==> config.mk <==
export PLATFORM = sky130hd
export DESIGN_NAME = parity_word_encoder
export DESIGN_NICKNAME = d
export VERILOG_FILES = /design/src/rtl/parity_word_encoder_pkg.sv /design/src/rtl/parity_word_encoder_fifo.sv /design/src/rtl/parity_word_encoder.sv
export SDC_FILE = /design/constraint.sdc
export NUM_CORES = 1
export LEC_CHECK = 0
export CORE_ASPECT_RATIO = 0.5
export CORE_MARGIN = 2
export CORE_UTILIZATION = 45
export DETAILED_ROUTE_END_ITERATION = 10
export GPL_TIMING_DRIVEN = 0
export PLACE_DENSITY = 0.72
export SYNTH_ARGS = -nofsm -noshare
export SYNTH_HDL_FRONTEND = slang
export SYNTH_SLANG_ARGS = --single-unit
export TNS_END_PERCENT = 50
==> constraint.sdc <==
create_clock -name clk -period 4.4 [get_ports clk]
set_input_delay 0.44 -clock clk [delete_from_list [all_inputs] [get_ports clk]]
set_output_delay 0.44 -clock clk [all_outputs]
set_load 0.02 [all_outputs]
==> src/rtl/parity_word_encoder_pkg.sv <==
// ---------------------------------------------------------------------------
// parity_word_encoder_pkg
//
// Purpose : Shared constants, types and helpers for the parity word encoder
//           and its storage FIFO.
//           A coded word has 16 bits. Bits [15:1] hold the 15-bit data and
//           bit [0] holds an odd-parity bit, so every coded word contains an
//           odd number of ones.
//
// Contents: DATA_W, WORD_W, PARITY_BIT, NEG_ZERO constants
//           coded_word_t  - packed {data, parity} view of a coded word
//           fifo_op_e     - per-edge FIFO operation (idle/pop/push/both)
//           odd_parity()  - parity bit that makes {data, parity} odd-weight
//           encode_word() - builds a coded_word_t from 15-bit data
// ---------------------------------------------------------------------------
package parity_word_encoder_pkg;

    localparam int DATA_W     = 15;
    localparam int WORD_W     = 16;
    localparam int PARITY_BIT = 0;

    // One's-complement negative zero (all data bits set).
    localparam logic [DATA_W-1:0] NEG_ZERO = 15'h7FFF;

    // Field order puts parity at bit 0 and data at [15:1].
    typedef struct packed {
        logic [DATA_W-1:0] data;
        logic              parity;
    } coded_word_t;

    // Encoded as {push, pop} so the FIFO can cast its two strobes directly.
    typedef enum logic [1:0] {
        FIFO_IDLE = 2'b00,
        FIFO_POP  = 2'b01,
        FIFO_PUSH = 2'b10,
        FIFO_BOTH = 2'b11
    } fifo_op_e;

    // The reduction XNOR is 1 when the data already has an even number of
    // ones, which is exactly when one more '1' is needed to make it odd.
    function automatic logic odd_parity(input logic [DATA_W-1:0] data);
        return ~^data;
    endfunction

    function automatic coded_word_t encode_word(input logic [DATA_W-1:0] data);
        coded_word_t word;
        word.data   = data;
        word.parity = odd_parity(data);
        return word;
    endfunction

endpackage

==> src/rtl/parity_word_encoder_fifo.sv <==
// ---------------------------------------------------------------------------
// parity_word_fifo
//
// Purpose : Generic synchronous FIFO with wrapping read/write pointers and an
//           occupancy counter. It knows nothing about parity or data format.
//
// Parameters:
//   WIDTH  - entry width in bits
//   DEPTH  - number of entries (power of two, 2..16)
//
// Ports:
//   clk      in   rising-edge clock
//   reset    in   asynchronous active-high reset (pointers, count, hold reg)
//   push     in   write wr_data this edge (ignored while full)
//   wr_data  in   WIDTH-bit word to write
//   pop      in   retire the head entry this edge (ignored while empty)
//   rd_data  out  head entry; while empty, the last word popped (0 after reset)
//   count    out  number of entries held, $clog2(DEPTH)+1 bits
//   full     out  count == DEPTH
//   empty    out  count == 0
// ---------------------------------------------------------------------------
module parity_word_fifo
    import parity_word_encoder_pkg::*;
#(
    parameter int WIDTH = WORD_W,
    parameter int DEPTH = 4
) (
    input  logic                     clk,
    input  logic                     reset,
    input  logic                     push,
    input  logic [WIDTH-1:0]         wr_data,
    input  logic                     pop,
    output logic [WIDTH-1:0]         rd_data,
    output logic [$clog2(DEPTH):0]   count,
    output logic                     full,
    output logic                     empty
);

    localparam int PTR_W = (DEPTH > 1) ? $clog2(DEPTH) : 1;
    localparam int CNT_W = $clog2(DEPTH) + 1;

    logic [WIDTH-1:0] mem [DEPTH];
    logic [PTR_W-1:0] wr_ptr;
    logic [PTR_W-1:0] rd_ptr;
    logic [CNT_W-1:0] count_q;
    logic [WIDTH-1:0] last_word;
    logic             do_push;
    logic             do_pop;
    fifo_op_e         op;

    // Pointers wrap explicitly at DEPTH-1 rather than relying on natural
    // overflow, so the intent stays obvious if DEPTH rules ever change.
    function automatic logic [PTR_W-1:0] ptr_inc(input logic [PTR_W-1:0] ptr);
        return (ptr == PTR_W'(DEPTH - 1)) ? '0 : ptr + PTR_W'(1);
    endfunction

    assign full  = (count_q == CNT_W'(DEPTH));
    assign empty = (count_q == '0);
    assign count = count_q;

    // Qualify the requests against full/empty so a stray push or pop from the
    // caller can never corrupt the pointers or the count.
    always_comb begin
        do_push = push && !full;
        do_pop  = pop && !empty;
        op      = fifo_op_e'({do_push, do_pop});
    end

    // Pointer and occupancy update; a simultaneous push and pop moves both
    // pointers and leaves the count where it was.
    always_ff @(posedge clk or posedge reset) begin
        if (reset) begin
            wr_ptr  <= '0;
            rd_ptr  <= '0;
            count_q <= '0;
        end else begin
            case (op)
                FIFO_PUSH: begin
                    wr_ptr  <= ptr_inc(wr_ptr);
                    count_q <= count_q + CNT_W'(1);
                end
                FIFO_POP: begin
                    rd_ptr  <= ptr_inc(rd_ptr);
                    count_q <= count_q - CNT_W'(1);
                end
                FIFO_BOTH: begin
                    wr_ptr <= ptr_inc(wr_ptr);
                    rd_ptr <= ptr_inc(rd_ptr);
                end
                default: begin
                end
            endcase
        end
    end

    // Storage is deliberately not reset; stale entries are never visible
    // because rd_data switches to the hold register whenever empty.
    always_ff @(posedge clk) begin
        if (do_push) begin
            mem[wr_ptr] <= wr_data;
        end
    end

    // Holds the most recently retired word so the read port keeps a steady
    // value once the FIFO drains, and reads zero after a reset.
    always_ff @(posedge clk or posedge reset) begin
        if (reset) begin
            last_word <= '0;
        end else if (do_pop) begin
            last_word <= mem[rd_ptr];
        end
    end

    // Head of queue, straight from registers; no write-to-read bypass.
    always_comb begin
        rd_data = empty ? last_word : mem[rd_ptr];
    end

endmodule

==> src/rtl/parity_word_encoder.sv <==
// ---------------------------------------------------------------------------
// parity_word_encoder
//
// Purpose : Accepts 15-bit one's-complement ALU results, appends an odd
//           parity bit at bit 0, and buffers the resulting 16-bit words in a
//           DEPTH-entry FIFO with valid/ready handshakes on both sides.
//           Also keeps an 8-bit wrapping count of completed output transfers.
//
// Build option:
//   NEG_ZERO_NORM_EN - when defined, an input of 15'h7FFF (-0) is encoded as
//                      +0 (word 16'h0001); otherwise -0 is encoded unchanged
//                      (word 16'hFFFE).
//
// Parameters:
//   DEPTH      - buffered words, power of two 2..16 (default 4)
//
// Ports:
//   clk        in   rising-edge clock
//   reset      in   asynchronous active-high reset
//   in_data    in   15-bit one's-complement value
//   in_valid   in   in_data presented
//   in_ready   out  encoder can accept in_data this cycle (buffer not full)
//   out_word   out  [15:1] data, [0] odd parity, head of buffer
//   out_valid  out  out_word holds a buffered word
//   out_ready  in   consumer takes out_word this cycle
//   count      out  words currently buffered
//   words_sent out  completed output transfers, modulo 256
// ---------------------------------------------------------------------------
module parity_word_encoder
    import parity_word_encoder_pkg::*;
#(
    parameter int DEPTH = 4
) (
    input  logic                     clk,
    input  logic                     reset,
    input  logic [DATA_W-1:0]        in_data,
    input  logic                     in_valid,
    output logic                     in_ready,
    output logic [WORD_W-1:0]        out_word,
    output logic                     out_valid,
    input  logic                     out_ready,
    output logic [$clog2(DEPTH):0]   count,
    output logic [7:0]               words_sent
);

    logic [DATA_W-1:0] norm_data;
    coded_word_t       enc_word;
    logic              push;
    logic              pop;
    logic              fifo_full;
    logic              fifo_empty;

`ifdef NEG_ZERO_NORM_EN
    // Collapse the two one's-complement zeros onto +0 before encoding.
    always_comb begin
        norm_data = (in_data == NEG_ZERO) ? '0 : in_data;
    end
`else
    // Both zero representations pass through untouched.
    always_comb begin
        norm_data = in_data;
    end
`endif

    // Encoding is done at push time so each FIFO entry already carries its
    // final parity and the read side is a plain register read.
    always_comb begin
        enc_word = encode_word(norm_data);
    end

    // Ready/valid are derived only from registered occupancy; in_ready does
    // not look at out_ready, so a full buffer takes one edge to reopen.
    assign in_ready  = !fifo_full;
    assign out_valid = !fifo_empty;
    assign push      = in_valid && in_ready;
    assign pop       = out_valid && out_ready;

    parity_word_fifo #(
        .WIDTH (WORD_W),
        .DEPTH (DEPTH)
    ) u_fifo (
        .clk     (clk),
        .reset   (reset),
        .push    (push),
        .wr_data (enc_word),
        .pop     (pop),
        .rd_data (out_word),
        .count   (count),
        .full    (fifo_full),
        .empty   (fifo_empty)
    );

    // Counts completed output handshakes; natural 8-bit overflow gives the
    // wrap from 255 back to 0.
    always_ff @(posedge clk or posedge reset) begin
        if (reset) begin
            words_sent <= '0;
        end else if (pop) begin
            words_sent <= words_sent + 8'd1;
        end
    end

endmodule
# Word level (Yosys, flattened, before mapping)
# Memories as Yosys holds them, arrays and structs flattened.
# Cells that the tools add are included.
totals:
  mem_bits_rw: 64
  n_memories: 1
  input_bits: 19
  register_bits: 31
op_classes:
  add_sub_neg: 5
  eq_ne: 6
  mux: 6
  reduce_logical: 11
mem_list:
  columns: ["memory", "words", "word_bits", "read_ports", "rd_clocked_by_memory_dff", "wr", "line_no", "text"]
  rows:
  - ["u_fifo.mem", 4, 16, 1, 0, 1, "parity_word_encoder_fifo.sv:42", "logic [WIDTH-1:0] mem [DEPTH];"]
op_table:
  columns: ["cell", "n"]
  rows:
  - ["$mux 16", 1]
  - ["$reduce_xnor 15->1", 1]
  - ["$add 8x1->8 const B", 1]
  - ["$eq 2x2->1 const B", 4]
  - ["$pmux 3 s2", 1]
  - ["$add 2x1->2 const B", 2]
  - ["$logic_and 1x1->1", 4]
  - ["$mux 2", 2]
  - ["$reduce_or 2->1", 2]
  - ["$add 3x1->3 const B", 1]
  - ["$eq 3x3->1 const B", 1]
  - ["$logic_not 3->1", 1]
  - ["$sub 3x1->3 const B", 1]
  - ["$eq 2x1->1 const B", 1]
  - ["$logic_not 1->1", 2]
  - ["$mux 1", 2]
  - ["$reduce_bool 2->1", 1]

# Longest topological paths before layout
logic_depth:
  word_depth: 6
  depth_mapped: 10

# Modules after synthesis
# Synthesis repeated with hierarchy kept, for this count alone.
unflattened:
  cells_unflattened: 221
  hier_area_um2: 4101.4
modules_own_cells:
  columns: ["module", "area_per_inst_um2", "cells_per_inst", "instances", "seq_area_each_um2"]
  rows:
  - ["parity_word_fifo", 3604.7, 179, 1, 2497.4]
  - ["parity_word_encoder", 496.7, 42, 1, 200.2]

# Worst setup path before layout
# No wires, ideal clock.
synth_path:
  kind: "reg-to-reg"
  start: "register u_fifo.count_q[0], in the netlist u_fifo.count[0]"
  end: "register u_fifo.count_q[2], in the netlist u_fifo.count[2]"
  path_slack_ps: 2147
  arrival_ps: 2172
  setup_time_ps: 81
  path_buffers: 2
  synth_period_minus_slack_ps: 2253
  stages_incl_launch_ff: 11
  path_cell_list: "dfrtp_1 -> clkbuf_2 -> o31ai_4 -> inv_2 -> clkbuf_1 -> ha_1 -> inv_1 -> fa_1 -> xor2_1 -> nor2_1 -> xor2_1"
synth_between:
  elab_chain_len: 6
  word_cells_on_any_way: 14
  classes_between: "add/sub (2); eq/ne (3); mux (1); reduce/logical (8)"
synth_rtl:
  columns: ["element", "line_no", "text"]
  rows:
  - ["start, declared", "parity_word_encoder_fifo.sv:45", "logic [CNT_W-1:0] count_q;"]
  - ["start signal, assigned", "parity_word_encoder_fifo.sv:80", "count_q <= count_q + CNT_W'(1);"]
  - ["start signal, assigned", "parity_word_encoder_fifo.sv:84", "count_q <= count_q - CNT_W'(1);"]
  - ["$logic_not 3->1 *", "parity_word_encoder_fifo.sv:58", "assign empty = (count_q == '0);"]
  - ["$logic_not 1->1 *", "parity_word_encoder.sv:74", "assign out_valid = !fifo_empty;"]
  - ["$logic_and 1x1->1 *", "parity_word_encoder.sv:76", "assign pop = out_valid && out_ready;"]
  - ["named net pop", "parity_word_encoder.sv:49", "logic pop;"]
  - ["$logic_and 1x1->1 *", "parity_word_encoder_fifo.sv:65", "do_pop = pop && !empty;"]
  - ["$eq 2x1->1 / $eq 2x2->1 (equally long branches)", "parity_word_encoder_fifo.sv:77", "case (op)"]
  - ["$pmux 3 s2 / $reduce_bool 2->1 (equally long branches)", null, null]
# Mark *: on every way through the listed nets, which the timed path passes. The rest lies on a longest branch.
# A chain may end at the register's enable or synchronous reset.

# Worst setup path after layout
layout_path:
  start: "register u_fifo.rd_ptr[1]"
  end: "output port out_word[8]"
layout_between:
  elab_chain_len: 2
layout_rtl:
  columns: ["element", "line_no", "text"]
  rows:
  - ["start, declared", "parity_word_encoder_fifo.sv:44", "logic [PTR_W-1:0] rd_ptr;"]
  - ["start signal, assigned", "parity_word_encoder_fifo.sv:83", "rd_ptr <= ptr_inc(rd_ptr);"]
  - ["start signal, assigned", "parity_word_encoder_fifo.sv:88", "rd_ptr <= ptr_inc(rd_ptr);"]
  - ["$mem_v2 4x16", null, null]
  - ["$mux 16", "parity_word_encoder_fifo.sv:116", "rd_data = empty ? last_word : mem[rd_ptr];"]
  - ["end, declared", "parity_word_encoder.sv:39", "output logic [WORD_W-1:0] out_word,"]
# No other way between the ends.

==> metrics <==
crit end category=output port; Cell variety after synth=30; # rows=24; Final #Nets=346; Setup crit start kind=flip-flop; Place WS=1.61 ns; f_max=0.320 GHz; number of max-cap violations=0; leakage dissipation=1.98 nW; layout cell share with drive strength beyond 1=17.1%; Power Dens Cells=between 700 and 800 nW/µm²; TritonCTS clock tree=yes; area delta synth->final=22.5%; Root Buffer=clkbuf_16; CP Data Required Time=between 3 and 4 ns; Psw=between 1 and 1.5 mW; Sequential cell area=around 2700 µm²; initial antenna violation count=0; RSZ-0062 raised after global routing=no; Hold Path Class=input pin to asynchronous set/reset pin; sequential share of the synthesized area=between 60% and 70%; slew margin rel.=between 30% and 40%; final slew viol count=0; DRT iter0 DRCs=101; Die X=139 µm; fin crit share=a little under three quarters; GR Util met2=roughly a quarter; first-pass GRT wire length=between 10000 and 15000 µm; Mapped Area=between 4000 and 5000 µm²; # port buffers=47; die height=between 70 and 80 µm; I/O pin count=between 40 and 50; most frequent cells in the layout=edfxtp_1, nand2_1, clkdlybuf4s50_1; setup repair bufs after CTS=0; syn avg cell area=between 15 and 20 µm²; Resized Gates After CTS=0; Clock transition at path regs=around 0.070 ns; WL/cell=roughly 17 µm; Hold Violations, Final=0; 1st-pass router iterations=4; setup_tns=0 ns; grt met1 use=approximately a fifth; sequential power share=37.9%; Async SR Flop Fraction=~33%; min Tclk post-route=roughly 3.1 ns; grt peak-use layer=met2; final setup violation count=0; detailed-route vias per instance=5.08; Synth Flop Type=edfxtp_1; final core occ=~57%; Yosys reg bits=95; Synth Instances=between 200 and 300; DIE AREA=between 9000 and 10000 µm²; hpwl dp=between 4000 and 5000 µm; hold buffers post-CTS=0; Gate power share=42.1%; Switching Share=approximately 35%; antenna-violating nets left=0; Num Clock Sinks=95; Post-synth EDFFs=64; commonest non-fill, non-tap cell in the layout=edfxtp_1; GRT overflow=0; Yosys warning count=0; Core Footprint=between 8000 and 9000 µm²; Worst VDD drop=0.298 mV; worst-margin pin slew=0.934 ns; H-Tree Level Count=3; total CTS buffers=9; area occupied by multi-input gates=1300 µm²; drt total wl=~7400 µm; drt drc=0; GP Congestion=roughly 0.78; GR Util met3=5.28%; worst-path fanout max=10; worst skew pair latency=0.34 ns; CP arrival=2.69 ns; clk_skew=roughly 0.0060 ns; Setup WS post-layout=roughly 1.3 ns; # diodes=0; overall routing resource usage=about 16%; kind of critical path=flip-flop to output port; Max Root-Sink Buffers=2; Internal Pwr Total=2.37 mW; vias=between 2k and 2.5k; number of global-route vias before repair=approximately 2.3k; Mapped Nets=287; Starting Density=around 47%; status=completed; largest net degree at the start of global routing=32; clock share of power=about a fifth; # fillers=about 700
==> layout make-up <==
type / instances / share of cell area (%)
Tap cell: 117 / 2.91
Clock buffer: 9 / 4.48
Sequential cell: 95 / 53.6
Inverter: 9 / 0.672
Clock inverter: 7 / 1.09
Buffer: 10 / 1.42
Multi-Input combinational cell: 144 / 25.9
Timing Repair Buffer: 48 / 9.90
==> cells by family after synthesis <==
kind of cell    Yosys count  share of synthesized area, %
xor+xnor                 21                          5.49
mux                      34                          14.2
fa+ha+maj                10                          3.23
compound gates            4                          1.07
buf+inv                  19                          2.56
simple gates             75                          7.71
flops                    95                          65.7
==> synthesized netlist by cell type (all sizes together) (2+ instances only) <==
library cell | count | area share, %
edfxtp | 64 | 47
xnor2 | 12 | 2.6
mux2 | 17 | 4.7
mux4 | 16 | 9.3
nand3 | 2 | 0.24
and2 | 4 | 0.61
clkbuf | 3 | 0.30
nor3 | 5 | 0.88
ha | 9 | 2.7
buf | 7 | 1.4
nand2 | 58 | 5.3
dfrtp | 31 | 19
xnor3 | 3 | 1.6
a21o | 2 | 0.37
inv | 9 | 0.82
xor2 | 6 | 1.3
nor2 | 4 | 0.37
==> per-stage QoR <==
step,hold WS [ns],total power [mW],cell area (µm²),instances
2_1_floorplan,0.440,2.34,4110,258
3_3_place_gp,0.452,2.88,4720,422
4_1_cts,0.479,3.66,5000,438
5_1_grt,0.499,3.83,5030,439
6_report,0.476,3.63,5030,439
3_5_place_dp,0.462,2.94,4720,422
==> final timing paths <==
check,start,end,slack (ns),depth (start not counted)
min in group clk,u_fifo.last_word[14],u_fifo.last_word[14],0.48,2
worst min register to register,u_fifo.last_word[14],u_fifo.last_word[14],0.48,2
worst max register to register,u_fifo.count[0],u_fifo.count[2],1.97,10
worst min-delay path,reset,words_sent[3],0.48,2
max in group asynchronous,reset,u_fifo.last_word[4],3.42,3
worst max-delay path,u_fifo.rd_ptr[1],out_word[8],1.27,5
==> power groups by stage <==
stage                     combinational, mW  sequential [mW]  clock [mW]
final                                  1.53             1.37       0.727
after detailed placement               1.54             1.39           0
after global placement                 1.51             1.37           0
after CTS                              1.55             1.37       0.741
after floorplan                       0.942             1.40           0
after global routing                   1.65             1.40       0.775
==> critical path, cell delays in order, from the launching register on <==
cell	delay (ns)
dfrtp_1	0.35
clkbuf_1	0.42
buf_2	0.37
mux4_2	0.38
mux2_2	0.29
clkdlybuf4s50_1	0.54
==> registers in the layout, summed over array words and instances (netlist names) <==
register	cells
u_fifo.mem	64
u_fifo.count	3
u_fifo.last_word	16
words_sent	8
u_fifo.rd_ptr	2
u_fifo.wr_ptr	2
==> layer usage <==
layer / part of all wire (%) / wire, µm
met4: 0 / 0
met1: 45 / 3350
met3: 5.5 / 404
met2: 49 / 3640
met5: 0 / 0
(Power assumes the default switching activity.)
